### src/rtl/bmp_pkg.sv
// Shared definitions for the BMP slave-port streamer and the accelerator.
//   COLOR_SIZE / PIXEL_SIZE : byte and pixel widths in bits
//   WORD_BYTES / PIX_BYTES  : bytes per slave word and per pixel
//   bmp_mode_t              : 2-bit processing mode encoding
//   bmp_tx_state_t          : streamer FSM states
package bmp_pkg;

    localparam int COLOR_SIZE = 8;
    localparam int PIXEL_SIZE = 24;
    localparam int WORD_BYTES = 4;
    localparam int PIX_BYTES  = PIXEL_SIZE / COLOR_SIZE;

    typedef logic [1:0] bmp_mode_t;

    typedef enum logic [2:0] {
        ST_IDLE  = 3'd0,
        ST_SEND  = 3'd1,
        ST_FLUSH = 3'd2,
        ST_DRAIN = 3'd3,
        ST_DONE  = 3'd4
    } bmp_tx_state_t;

endpackage

### src/rtl/bmp_slave_streamer_if.sv
// Slave-port bus between the streamer and the accelerator (slvN_*).
// Handshake: a word transfers on a rising clock edge where
// slv_data_valid && slv_ready; once valid is raised, data and valid hold
// until that edge.
//   master : streamer side (drives mode, proc_val, data, data_valid)
//   slave  : accelerator side (drives slv_ready)
interface bmp_slave_streamer_if #(
    parameter int DATA_WIDTH = 32
);
    import bmp_pkg::*;

    bmp_mode_t              slv_mode;
    logic [7:0]             slv_proc_val;
    logic [DATA_WIDTH-1:0]  slv_data;
    logic                   slv_data_valid;
    logic                   slv_ready;

    modport master (
        output slv_mode, slv_proc_val, slv_data, slv_data_valid,
        input  slv_ready
    );

    modport slave (
        input  slv_mode, slv_proc_val, slv_data, slv_data_valid,
        output slv_ready
    );

endinterface

### src/rtl/bmp_byte_packer.sv
// Byte accumulator that turns 3-byte pixels into 4-byte words.
//   clr        : empty the accumulator (frame start)
//   push       : a pixel is accepted this cycle
//   pix        : pixel bytes, byte0 = [7:0] is the oldest
//   take_flush : the zero-padded leftover word is consumed this cycle
//   word_rdy   : this push completes a word (combinational)
//   word       : the completed word, oldest byte at [7:0]
//   flush_word : leftover bytes, upper bytes zero
//   lo_cnt     : number of leftover bytes (0..3)
module bmp_byte_packer
    import bmp_pkg::*;
(
    input  logic                  clk,
    input  logic                  rst_n,
    input  logic                  clr,
    input  logic                  push,
    input  logic [PIXEL_SIZE-1:0] pix,
    input  logic                  take_flush,
    output logic                  word_rdy,
    output logic [31:0]           word,
    output logic [31:0]           flush_word,
    output logic [1:0]            lo_cnt
);

    // Leftover bytes sit at the bottom; bytes above lo_cnt are kept zero so
    // the merge below is a plain OR and the flush word needs no masking.
    logic [23:0] lo_q;
    logic [1:0]  cnt_q;
    logic [47:0] merged;

    always_comb begin
        merged = {24'b0, lo_q} | ({24'b0, pix} << {cnt_q, 3'b000});
    end

    // 3 new bytes reach a full word whenever at least one byte was waiting.
    assign word_rdy   = push && (cnt_q != 2'd0);
    assign word       = merged[31:0];
    assign flush_word = {8'b0, lo_q};
    assign lo_cnt     = cnt_q;

    always_ff @(posedge clk or negedge rst_n) begin
        if (!rst_n) begin
            lo_q  <= '0;
            cnt_q <= '0;
        end else if (clr || take_flush) begin
            lo_q  <= '0;
            cnt_q <= '0;
        end else if (push) begin
            if (cnt_q != 2'd0) begin
                lo_q  <= {8'b0, merged[47:32]};
                cnt_q <= cnt_q - 2'd1;
            end else begin
                lo_q  <= merged[23:0];
                cnt_q <= 2'd3;
            end
        end
    end

endmodule

### src/rtl/bmp_slave_streamer.sv
// Frame initiator for one accelerator slave port. Latches a frame command,
// accepts 24-bit pixels, packs them little-endian into 32-bit words and
// drives them onto the slave bus; done pulses once the last word is taken.
// Optional build macro: BMP_TX_BGR_SWAP_EN swaps pixel bytes 0 and 2
// (BGR -> RGB) before packing; handshake and timing are unchanged.
// Ports:
//   clk, rst_n                 : clock, async active-low reset
//   start, cfg_mode,
//   cfg_proc_val, cfg_pix_count: frame command, sampled in IDLE only
//   pix_valid, pix_data,
//   pix_ready                  : pixel stream (transfer on valid && ready)
//   slv                        : slave bus (master modport)
//   busy, done                 : frame in progress / end-of-frame pulse
//   state_dbg                  : current FSM state
module bmp_slave_streamer
    import bmp_pkg::*;
#(
    parameter int DATA_WIDTH = 32,
    parameter int PIX_CNT_W  = 24
) (
    input  logic                  clk,
    input  logic                  rst_n,
    input  logic                  start,
    input  bmp_mode_t             cfg_mode,
    input  logic [7:0]            cfg_proc_val,
    input  logic [PIX_CNT_W-1:0]  cfg_pix_count,
    input  logic                  pix_valid,
    input  logic [PIXEL_SIZE-1:0] pix_data,
    output logic                  pix_ready,
    bmp_slave_streamer_if.master  slv,
    output logic                  busy,
    output logic                  done,
    output bmp_tx_state_t         state_dbg
);

    generate
        if (DATA_WIDTH != 32) begin : g_bad_width
            $error("bmp_slave_streamer: DATA_WIDTH must be 32");
        end
    endgenerate

    bmp_tx_state_t          state_q, state_d;
    bmp_mode_t              mode_q;
    logic [7:0]             proc_val_q;
    logic [PIX_CNT_W-1:0]   remaining_q;
    logic [DATA_WIDTH-1:0]  data_q;
    logic                   valid_q;

    logic                   out_free;
    logic                   accept;
    logic                   start_acc;
    logic                   load;
    logic [DATA_WIDTH-1:0]  load_word;
    logic                   pk_clr;
    logic                   pk_take;
    logic                   pk_word_rdy;
    logic [31:0]            pk_word;
    logic [31:0]            pk_flush_word;
    logic [1:0]             pk_lo_cnt;
    logic [PIXEL_SIZE-1:0]  pix_in;

`ifdef BMP_TX_BGR_SWAP_EN
    assign pix_in = {pix_data[7:0], pix_data[15:8], pix_data[23:16]};
`else
    assign pix_in = pix_data;
`endif

    // The output register can take a new word if empty or emptying this edge.
    assign out_free = !valid_q || slv.slv_ready;

    bmp_byte_packer u_packer (
        .clk        (clk),
        .rst_n      (rst_n),
        .clr        (pk_clr),
        .push       (accept),
        .pix        (pix_in),
        .take_flush (pk_take),
        .word_rdy   (pk_word_rdy),
        .word       (pk_word),
        .flush_word (pk_flush_word),
        .lo_cnt     (pk_lo_cnt)
    );

    always_comb begin
        state_d   = state_q;
        pix_ready = 1'b0;
        accept    = 1'b0;
        start_acc = 1'b0;
        load      = 1'b0;
        load_word = '0;
        pk_clr    = 1'b0;
        pk_take   = 1'b0;
        case (state_q)
            ST_IDLE: begin
                if (start) begin
                    start_acc = 1'b1;
                    pk_clr    = 1'b1;
                    state_d   = ST_SEND;
                end
            end
            ST_SEND: begin
                pix_ready = (remaining_q != '0) && out_free;
                accept    = pix_valid && pix_ready;
                if (accept && pk_word_rdy) begin
                    load      = 1'b1;
                    load_word = pk_word;
                end
                if (remaining_q == '0) begin
                    state_d = (pk_lo_cnt != 2'd0) ? ST_FLUSH : ST_DRAIN;
                end
            end
            ST_FLUSH: begin
                if (out_free) begin
                    load      = 1'b1;
                    load_word = pk_flush_word;
                    pk_take   = 1'b1;
                    state_d   = ST_DRAIN;
                end
            end
            ST_DRAIN: begin
                // Leave as soon as the last word goes, so DONE follows the
                // transfer edge directly.
                if (out_free) begin
                    state_d = ST_DONE;
                end
            end
            ST_DONE: begin
                state_d = ST_IDLE;
            end
            default: begin
                state_d = ST_IDLE;
            end
        endcase
    end

    always_ff @(posedge clk or negedge rst_n) begin
        if (!rst_n) begin
            state_q     <= ST_IDLE;
            mode_q      <= '0;
            proc_val_q  <= '0;
            remaining_q <= '0;
            data_q      <= '0;
            valid_q     <= 1'b0;
        end else begin
            state_q <= state_d;
            if (start_acc) begin
                mode_q      <= cfg_mode;
                proc_val_q  <= cfg_proc_val;
                remaining_q <= cfg_pix_count;
            end else if (accept) begin
                remaining_q <= remaining_q - PIX_CNT_W'(1);
            end
            if (load) begin
                data_q <= load_word;
            end
            // Valid only drops on a transfer edge with nothing new to load.
            valid_q <= load || (valid_q && !slv.slv_ready);
        end
    end

    assign slv.slv_mode       = mode_q;
    assign slv.slv_proc_val   = proc_val_q;
    assign slv.slv_data       = data_q;
    assign slv.slv_data_valid = valid_q;
    assign busy               = (state_q != ST_IDLE);
    assign done               = (state_q == ST_DONE);
    assign state_dbg          = state_q;

endmodule

### src/flat_wrapper.sv
// flat-port wrapper written by rule: the top's interface ports become plain ports
module bmp_slave_streamer_flat import bmp_pkg::*;
#(
    parameter int DATA_WIDTH = 32,
    parameter int PIX_CNT_W  = 24
)
  (clk, rst_n, start, cfg_mode, cfg_proc_val, cfg_pix_count, pix_valid, pix_data, pix_ready, busy, done, state_dbg, slv_slv_mode, slv_slv_proc_val, slv_slv_data, slv_slv_data_valid, slv_slv_ready);
  bmp_slave_streamer_if #(.DATA_WIDTH(DATA_WIDTH)) slv_i ();
  input  logic clk;
  input  logic rst_n;
  input  logic start;
  input  bmp_mode_t cfg_mode;
  input  logic [7:0] cfg_proc_val;
  input  logic [PIX_CNT_W-1:0] cfg_pix_count;
  input  logic pix_valid;
  input  logic [PIXEL_SIZE-1:0] pix_data;
  output logic pix_ready;
  output logic busy;
  output logic done;
  output bmp_tx_state_t state_dbg;
  output wire logic [$bits(slv_i.slv_mode)-1:0] slv_slv_mode;
  output wire logic [$bits(slv_i.slv_proc_val)-1:0] slv_slv_proc_val;
  output wire logic [$bits(slv_i.slv_data)-1:0] slv_slv_data;
  output wire logic [$bits(slv_i.slv_data_valid)-1:0] slv_slv_data_valid;
  input wire logic [$bits(slv_i.slv_ready)-1:0] slv_slv_ready;
  assign slv_slv_mode = slv_i.slv_mode;
  assign slv_slv_proc_val = slv_i.slv_proc_val;
  assign slv_slv_data = slv_i.slv_data;
  assign slv_slv_data_valid = slv_i.slv_data_valid;
  assign slv_i.slv_ready = slv_slv_ready;
  bmp_slave_streamer #(.DATA_WIDTH(DATA_WIDTH), .PIX_CNT_W(PIX_CNT_W)) u_core (.clk(clk), .rst_n(rst_n), .start(start), .cfg_mode(cfg_mode), .cfg_proc_val(cfg_proc_val), .cfg_pix_count(cfg_pix_count), .pix_valid(pix_valid), .pix_data(pix_data), .pix_ready(pix_ready), .slv(slv_i), .busy(busy), .done(done), .state_dbg(state_dbg));
endmodule
### config.mk
export PLATFORM = sky130hd
export DESIGN_NAME = bmp_slave_streamer_flat
export DESIGN_NICKNAME = d
export VERILOG_FILES = /design/src/rtl/bmp_pkg.sv /design/src/rtl/bmp_slave_streamer_if.sv /design/src/rtl/bmp_byte_packer.sv /design/src/rtl/bmp_slave_streamer.sv /design/src/flat_wrapper.sv
export SDC_FILE = /design/constraint.sdc
export NUM_CORES = 1
export LEC_CHECK = 0
export CAP_MARGIN = 20
export CORE_MARGIN = 8
export CORE_UTILIZATION = 51
export DETAILED_ROUTE_END_ITERATION = 10
export GPL_TIMING_DRIVEN = 0
export PLACE_DENSITY = 0.8
export SLEW_MARGIN = 10
export SYNTH_ARGS = -nofsm -noshare
export SYNTH_HDL_FRONTEND = slang
export SYNTH_SLANG_ARGS = --single-unit
### constraint.sdc
create_clock -name clk -period 2.6 [get_ports clk]
set_input_delay 0.52 -clock clk [delete_from_list [all_inputs] [get_ports clk]]
set_output_delay 0.52 -clock clk [all_outputs]
set_load 0.05 [all_outputs]
### After elaboration in Yosys (flattened, before gate mapping)

Cells that the tools add are included.

| storage, ports and cells | value |
|---|---|
| latch bits | 0 |
| memories | 0 |
| word-level logic and storage cells | 63 |
| register bits | 96 |
| ROM bits | 0 |
| input port bits | 63 |
| output and inout port bits | 49 |
| memory bits (writable) | 0 |

| operators by class | value |
|---|---|
| order comparisons | 0 |
| mux-type cells | 25 |
| bitwise gates (word level) | 1 |
| div/mod/pow operators | 0 |
| shift-type cells | 1 |
| equality and inequality tests | 8 |
| $add $sub $neg | 2 |
| reduce and logical (&&, ||, !) cells | 18 |
| multiply operators | 0 |

Operators by type and width:

| operator | count |
|---|---|
| $mux W24 | 6 |
| $pmux W32 S2 | 1 |
| $or A24 B48 Y48 | 1 |
| $shl A24 B5 Y48 | 1 |
| $mux W32 | 1 |
| $logic_not A24 Y1 | 1 |
| $reduce_bool A24 Y1 | 1 |
| $sub A24 B1 Y24 const B | 1 |
| $mux W3 | 4 |
| $pmux W3 S4 | 1 |
| $mux W1 | 8 |
| $eq A3 B2 Y1 const B | 2 |
| $mux W2 | 3 |
| $ne A2 B1 Y1 const B | 3 |
| $reduce_bool A2 Y1 | 3 |
| $logic_and A1 B1 Y1 | 5 |
| $reduce_and A4 Y1 | 1 |
| $eq A3 B1 Y1 const B | 1 |
| $eq A3 B3 Y1 const B | 1 |
| $logic_not A3 Y1 | 1 |
| $logic_or A1 B1 Y1 | 3 |
| $reduce_bool A3 Y1 | 1 |
| $logic_not A1 Y1 | 2 |
| $ne A2 B2 Y1 const B | 1 |
| other kinds (2) | 2 |

### Logic depth before layout (Yosys ltp)

Gate-level depths: netlist of the first run.

| logic depth | value |
|---|---|
| depth after elaboration | 10 |
| gate-level depth with buffers | 9 |
| depth with buffers taken out | 7 |

### Modules after synthesis

Synthesis of the first run repeated with hierarchy kept, for this count alone.

| unflattened totals | value |
|---|---|
| cells, all modules | 495 |
| area total of the unflattened synthesis | 5157.4 um2 |

By module, submodules not included:

| module | seq. area each (um2) | instances | area an instance (um2) | cells an instance |
|---|---|---|---|---|
| bmp_slave_streamer | 1751.7 | 1 | 3414.5 | 340 |
| bmp_byte_packer | 650.6 | 1 | 1742.9 | 155 |

### Worst setup path before layout of the first run

No wires, ideal clock.

| timing | value |
|---|---|
| path type | reg2out |
| from | register u_core.remaining_q[0] |
| to | output port pix_ready |
| slack | -0.522 ns |
| data required time | 2.080 ns |
| path buffers | 0 |
| arrival time | 2.602 ns |
| cell stages (with the launch flop) | 7 |
| path through | dfrtp_1 > inv_1 > ha_1 > nor3b_2 > nand4_1 > nor2_1 > nor4_1 |

| between the ends | value |
|---|---|
| cells in the longest elaborated chain, start to end | 3 |

RTL lines:

| element | RTL line | RTL |
|---|---|---|
| from (decl) | bmp_slave_streamer.sv:45 | `logic [PIX_CNT_W-1:0] remaining_q;` |
| from (signal assigned) | bmp_slave_streamer.sv:149 | `remaining_q <= cfg_pix_count;` |
| from (signal assigned) | bmp_slave_streamer.sv:151 | `remaining_q <= remaining_q - PIX_CNT_W'(1);` |
| $reduce_bool A24 Y1 | bmp_slave_streamer.sv:102 | `pix_ready = (remaining_q != '0) && out_free;` |
| $logic_and A1 B1 Y1 | bmp_slave_streamer.sv:102 |  |
| $mux W1 | bmp_slave_streamer.sv:93 | `case (state_q)` |
| to (decl) | flat_wrapper.sv:17 | `output logic pix_ready;` |

Every way passes these cells.

### Worst setup path in the final report of the first run

| timing | value |
|---|---|
| from | register u_core.remaining_q[1] |
| to | output port pix_ready |

The elaborated chain is that of the path after synthesis.

==> impl_metrics.env, run 1 <==
export IMPL_fin_setup_tns_ps=0
export IMPL_cts_hold_buf=0
export IMPL_crit_family="simple AND/OR/NAND/NOR gates"
export IMPL_htree_levels=3
export IMPL_cp_required_ps=2080
export IMPL_wirelength_microns=16300
export IMPL_grt_setup_unrepaired="yes"
export IMPL_synthCells=567
export IMPL_vias=5089
export IMPL_clk_latency_ps=380
export IMPL_fin_crit_ps=2540
export IMPL_die_area_sq_um=13600
export IMPL_peakVddDrop_mv=0.722
export IMPL_grt_pass1_wl_microns=26200
export IMPL_ys_seq_elements=96
export IMPL_die_h_microns=117
export IMPL_cp_max_fo=5
export IMPL_synth_edf_count=0
export IMPL_cp_slowest_cell="dfrtp_1"
export IMPL_regArea_sq_um=2400
export IMPL_numCtsBuffers=9
export IMPL_gp_congestion=0.912
export IMPL_skew_ps=11.7
export IMPL_multi_input_area_sq_um=2570
export IMPL_rows=36
export IMPL_final_cell_mix="clkdlybuf4s50_1 (107), dfrtp_1 (95), nand2_1 (80)"
export IMPL_dp_cells=812
export IMPL_final_common_cell="clkdlybuf4s50_1"
export IMPL_nNetsFinal=762
export IMPL_synth_area_sq_um=5170
export IMPL_drtIter0Drc=407
export IMPL_first_global_vias=5186
export IMPL_arrival_ps=2020
export IMPL_synth_distinct_cells=60
export IMPL_dp_hpwl_microns=12300
export IMPL_portBuffers=111
export IMPL_period_share=0.978
export IMPL_diodes=0
export IMPL_pwr_share_seq=0.313
export IMPL_antenna_found_initial=0
export IMPL_fmax_ghz=0.393
export IMPL_cp_start_kind="register"
export IMPL_power_mw=8.72
export IMPL_dr_pass1_iters=7
export IMPL_p_sw_mw=4.31
export IMPL_cts_clk_slew_worst_paths_ps=100
export IMPL_core_area_sq_um=9820
export IMPL_ys_flop_type="dfrtp_1"
export IMPL_syn_to_final_growth_pct=30.5
export IMPL_grt_usage=0.247
export IMPL_clock_sinks=96
export IMPL_combPwrFrac=0.578
export IMPL_power_leakage_nw=2.75
export IMPL_reg2reg_depth=6
export IMPL_fillers=847
export IMPL_synth_fp_nets=632
export IMPL_tightestPinTransition_ps=827
export IMPL_drv_cap=0
export IMPL_drv_slew=0
export IMPL_final_core_util=0.687
export IMPL_rrSetupSlack_ps=100
export IMPL_avgSynthCellArea_sq_um=9.11
export IMPL_timing_rr_start="u_core.remaining_q[1]$_DFFE_PN0P_"
export IMPL_path_class="register to output port"
export IMPL_pwr_share_clk=0.109
export IMPL_setup_viol=0
export IMPL_yosys_warnings=0
export IMPL_final_cells=835
export IMPL_placed_cell_area_sq_um=6480
export IMPL_fin_area_sq_um=6740
export IMPL_grt_max_degree=56
export IMPL_min_delay_path_class="input pin to asynchronous set/reset pin"
export IMPL_wl_per_cell_microns=19.6
export IMPL_seq_area_frac_synth=0.465
export IMPL_internal_power_mw=4.41
export IMPL_root_buffer="clkbuf_8"
export IMPL_outcome="completed"
export IMPL_via_per_inst=6.09
export IMPL_cts_tree="yes"
export IMPL_hold_viol=0
export IMPL_worst_path_buf_inv=2
export IMPL_async_reset_ff_frac=1.00
export IMPL_die_w_microns=117
export IMPL_crit_path_end_kind="output port"
export IMPL_io_pins=112
export IMPL_route_detailed_drc=0
export IMPL_slew_limit_headroom=0.446
export IMPL_initial_core_util=0.526
export IMPL_swShare=0.494
export IMPL_clockBufferDepth=2
export IMPL_antenna_left=0
export IMPL_drive_gt1_frac=0.104
export IMPL_crit_chain="inv_1 -> ha_2 -> nor3b_4 -> nand4_1 -> nor2_4 -> nor4_2 -> buf_4"
export IMPL_r2r_end="u_core.remaining_q[21]$_DFFE_PN0P_"
export IMPL_overflow=0
export IMPL_p_per_area_nw_per_um2=1290
export IMPL_cp_slowest_stage_delay_ps=440
## metrics by stage
step                setup WS, ps  hold slack [ps]
floorplan                   52.6              224
global placement           -2550              459
detailed placement          -533              470
CTS                         8.79              142
global route               -18.0              164
finish                      58.3              120
## worst max-delay path by stage
stage	depth (start not counted)	startpoint	to	slack (ps)
final	7	u_core.remaining_q[1]$_DFFE_PN0P_	pix_ready	60
after global routing	7	u_core.remaining_q[0]$_DFFE_PN0P_	pix_ready	-20
after CTS	7	u_core.remaining_q[0]$_DFFE_PN0P_	pix_ready	9
after detailed placement	7	u_core.remaining_q[0]$_DFFE_PN0P_	pix_ready	-530
after global placement	1	rst_n	u_core.state_dbg[1]$_DFFE_PN0P_	-2550
after floorplan	3	u_core.state_dbg[0]$_DFFE_PN0P_	pix_ready	50
## layer usage
| metal | wire length (microns) | share of wire | GRT usage | vias to the layer above |
|---|---|---|---|---|
| met2 | 7510 | 0.46 | 0.383 | 263 |
| li1 | - | - | - | 2339 |
| met4 | 350 | 0.021 | 0.102 | 0 |
| met3 | 1700 | 0.10 | 0.0610 | 29 |
| met5 | 0 | 0 | 0 | - |
| met1 | 6760 | 0.41 | 0.325 | 2458 |
## cells by family after synthesis
| group | count (synthesis) | share of synthesized area |
|---|---|---|
| mux | 23 | 0.0472 |
| flops | 96 | 0.465 |
| compound gates | 152 | 0.200 |
| buf+inv | 51 | 0.0446 |
| simple gates | 236 | 0.226 |
| xor+xnor | 7 | 0.0119 |
| fa+ha+maj | 2 | 0.00484 |
## synth_stat cells (5+ instances only)
library cell  instances  share of area
a211oi_1              6         0.0087
mux2_2               11          0.024
mux2i_1              12          0.023
a22oi_1              12          0.017
or3_1                19          0.023
buf_2                10         0.0097
nand4_1               8         0.0097
a221o_1               8          0.015
o21ai_1              14          0.014
inv_1                14          0.010
nor2_1               49          0.036
a21oi_1              51          0.049
or4_1                 8          0.012
a31oi_1               6         0.0073
o311ai_0              5         0.0085
clkbuf_1             21          0.015
o22a_1                8          0.014
nor3_1               22          0.021
buf_4                 5         0.0073
o21bai_1              8          0.012
dfrtp_1              96           0.46
nand2_1              80          0.058
o22ai_1               8         0.0097
nand3_1              21          0.020
## registers in the layout, summed over array words and instances, names as in the netlist
signal                     cells
u_core.remaining_q            24
u_core.slv.slv_data_valid      1
u_core.u_packer.lo_cnt         2
u_core.state_dbg               3
u_core.slv.slv_mode            2
u_core.slv.slv_data           32
u_core.u_packer.lo_q          24
u_core.slv.slv_proc_val        8
## power groups by stage
stage / Sequential, mW / Clock [mW] / Combinational (mW)
finish: 2.73 / 0.951 / 5.04
global route: 2.81 / 1.02 / 5.43
CTS: 2.71 / 0.958 / 4.98
detailed placement: 2.72 / 0 / 4.94
global placement: 2.69 / 0 / 4.86
floorplan: 3.73 / 0 / 2.32
## worst register-to-register path, cell delays in order (launching register included)
cell and delay (ps):
dfrtp_1 440, buf_4 160, nor4_2 720, nand4_1 290
a2111oi_1 490, xnor2_1 190, o21ai_1 80
## final cells by class
cell class	count	area share
well taps	133	0.0247
multi-input cells	420	0.382
flip-flops and latches	96	0.357
inverters	14	0.00780
plain buffers	37	0.0265
clock buffers	12	0.0230
clock inverters	4	0.00408
repair buffers	119	0.176
## repair_timing
action	CTS	global route
pin swaps	3	2
buffers inserted	4	3
setup endpoints to repair	4	33
gates resized for setup	13	7
(Power assumes the default switching activity.)
==> run 2: changes to the inputs <==
- CTS_CLUSTER_SIZE: not set -> 25
==> results of run 2 <==
The final DEF is identical to that of run 1; final timing and power are the same.
==> run 3: changes to the inputs <==
- CORE_UTILIZATION: 51 -> 55
- PLACE_DENSITY: 0.8 -> 0.86
- SLEW_MARGIN: 10 -> not set
- clock period: 2.6 -> 3 ns (I/O delays scaled with it)
==> impl_metrics.env, run 3 (same netlist as run 1, synthesis figures left out) <==
export IMPL_initial_core_util=0.562
export IMPL_holdWs_ps=222
export IMPL_cp_slowest_cell="nor3_1"
export IMPL_slew_limit_headroom=0.360
export IMPL_period_share=0.927
export IMPL_peakVddDrop_mv=0.714
export IMPL_core_area_sq_um=9200
export IMPL_route_detailed_drc=0
export IMPL_dp_slack_ps=-302
export IMPL_crit_chain="buf_2 -> inv_1 -> ha_1 -> clkbuf_1 -> nor3_1 -> a22oi_1 -> nor3_1"
export IMPL_endpoint="u_core.u_packer.lo_q[8]$_DFFE_PN0P_"
export IMPL_gp_congestion=0.927
export IMPL_wl_per_cell_microns=20.6
export IMPL_nNetsFinal=757
export IMPL_fillers=712
export IMPL_io_pins=112
export IMPL_numCtsBuffers=9
export IMPL_root_buffer="clkbuf_8"
export IMPL_drv_cap=0
export IMPL_cp_slowest_stage_delay_ps=860
export IMPL_antenna_left=0
export IMPL_timing_rr_start="u_core.u_packer.lo_cnt[1]$_DFFE_PN0P_"
export IMPL_drive_gt1_frac=0.0933
export IMPL_crit_path_end_kind="register"
export IMPL_die_h_microns=113
export IMPL_worst_path_buf_inv=3
export IMPL_vias=5085
export IMPL_die_w_microns=113
export IMPL_via_per_inst=6.29
export IMPL_clockBufferDepth=2
export IMPL_cp_start_kind="register"
export IMPL_tightestPinTransition_ps=952
export IMPL_setup_viol=0
export IMPL_cpMostUsedCell="nor3_1"
export IMPL_fmax_ghz=0.360
export IMPL_cp_max_fo=10
export IMPL_diodes=0
export IMPL_hold_viol=0
export IMPL_r2r_end="u_core.u_packer.lo_q[8]$_DFFE_PN0P_"
export IMPL_cp_required_ps=3280
export IMPL_final_cell_mix="clkdlybuf4s50_1 (109), dfrtp_1 (96), nand2_1 (80)"
export IMPL_largest_reg_flops=32
export IMPL_rrSetupSlack_ps=220
export IMPL_drtIter0Drc=373
export IMPL_min_delay_path_class="input pin to asynchronous set/reset pin"
export IMPL_die_area_sq_um=12800
export IMPL_final_common_cell="clkdlybuf4s50_1"
export IMPL_arrival_ps=3060
export IMPL_wirelength_microns=16700
export IMPL_power_mw=7.63
export IMPL_clock_sinks=96
export IMPL_grt_max_degree=51
export IMPL_grt_usage=0.262
export IMPL_power_leakage_nw=2.73
export IMPL_syn_to_final_growth_pct=29.5
export IMPL_crit_cells=7
export IMPL_cts_tree="yes"
export IMPL_fin_ws_ps=219
export IMPL_crit_family="simple AND/OR/NAND/NOR gates"
export IMPL_cts_clk_slew_worst_paths_ps=110
export IMPL_antenna_found_initial=0
export IMPL_drv_slew=0
export IMPL_dr_pass1_iters=5
export IMPL_reg2reg_depth=7
export IMPL_clk_latency_ps=370
export IMPL_cp_startpoint="u_core.u_packer.lo_cnt[1]$_DFFE_PN0P_"
export IMPL_portBuffers=111
export IMPL_htree_levels=3
export IMPL_grt_setup_unrepaired="no"
export IMPL_rows=35
export IMPL_overflow=0
export IMPL_p_per_area_nw_per_um2=1140
export IMPL_first_global_vias=5140
export IMPL_dp_hpwl_microns=12800
export IMPL_grt_pass1_wl_microns=26700
export IMPL_skew_ps=15.6
export IMPL_path_class="register to register"
export IMPL_fin_crit_ps=2780
export IMPL_outcome="completed"
run 3: changes by cell type in the layout (fill, tap and decap cells not counted), moves of 2 or more:
cell,delta
clkinv_2,-2
buf_4,-6
dlygate4sd2_1,-2
clkdlybuf4s50_1,+2
run 3: power by group:
group | switching (mW) | total, mW | internal, mW | leakage [nW]
Sequential | 0.474 | 2.35 | 1.88 | 1.18
Clock | 0.494 | 0.915 | 0.420 | 0.105
Combinational | 2.80 | 4.36 | 1.56 | 1.44
run 3: what timing repair did:
| item | 4_1_cts | 5_1_grt |
|---|---|---|
| resized for setup | 4 | 4 |
| endpoints found under the hold margin | 0 | 0 |
| pin swaps | 1 | 0 |
| hold buffers | 0 | 0 |
| setup buffers | 2 | 0 |
| setup endpoints to repair | 1 | 1 |
run 3: final cells by class:
type,instances,area [sq um],area share
multi-input cells,420,2560,0.383
flip-flops and latches,96,2400,0.359
repair buffers,114,1150,0.171
plain buffers,37,178,0.0266
well taps,111,139,0.0208
clock buffers,10,138,0.0206
clock inverters,6,75.1,0.0112
inverters,14,52.6,0.00785
run 3: through the flow:
stage                     std cells  TNS [ps]  cell area [sq um]   util
after floorplan                 567         0               5170      -
after global placement          789   -203990               6420  0.699
after detailed placement        790      -328               6450  0.701
after CTS                       808         0               6690  0.727
after global routing            808         0               6690  0.727
final                           808         0               6690  0.727
run 3: how the worst min path moves through the flow:
stage	start	endpoint	slack [ps]	depth (start not counted)
final	rst_n	u_core.slv.slv_data[5]$_DFFE_PN0P_	220	1
after global routing	rst_n	u_core.slv.slv_data[5]$_DFFE_PN0P_	270	1
after CTS	rst_n	u_core.slv.slv_data[5]$_DFFE_PN0P_	250	1
after detailed placement	u_core.slv.slv_proc_val[5]$_DFFE_PN0P_	u_core.slv.slv_proc_val[5]$_DFFE_PN0P_	460	2
after global placement	u_core.slv.slv_proc_val[6]$_DFFE_PN0P_	u_core.slv.slv_proc_val[6]$_DFFE_PN0P_	460	2
after floorplan	rst_n	u_core.remaining_q[0]$_DFFE_PN0P_	300	0
run 3: metal layers:
layer  part of all wire  vias up  GRT usage
li1                   -     2329          -
met1               0.43     2477      0.348
met2               0.46      255      0.412
met3              0.090       24     0.0575
met4              0.019        0     0.0933
met5                  0        -          0
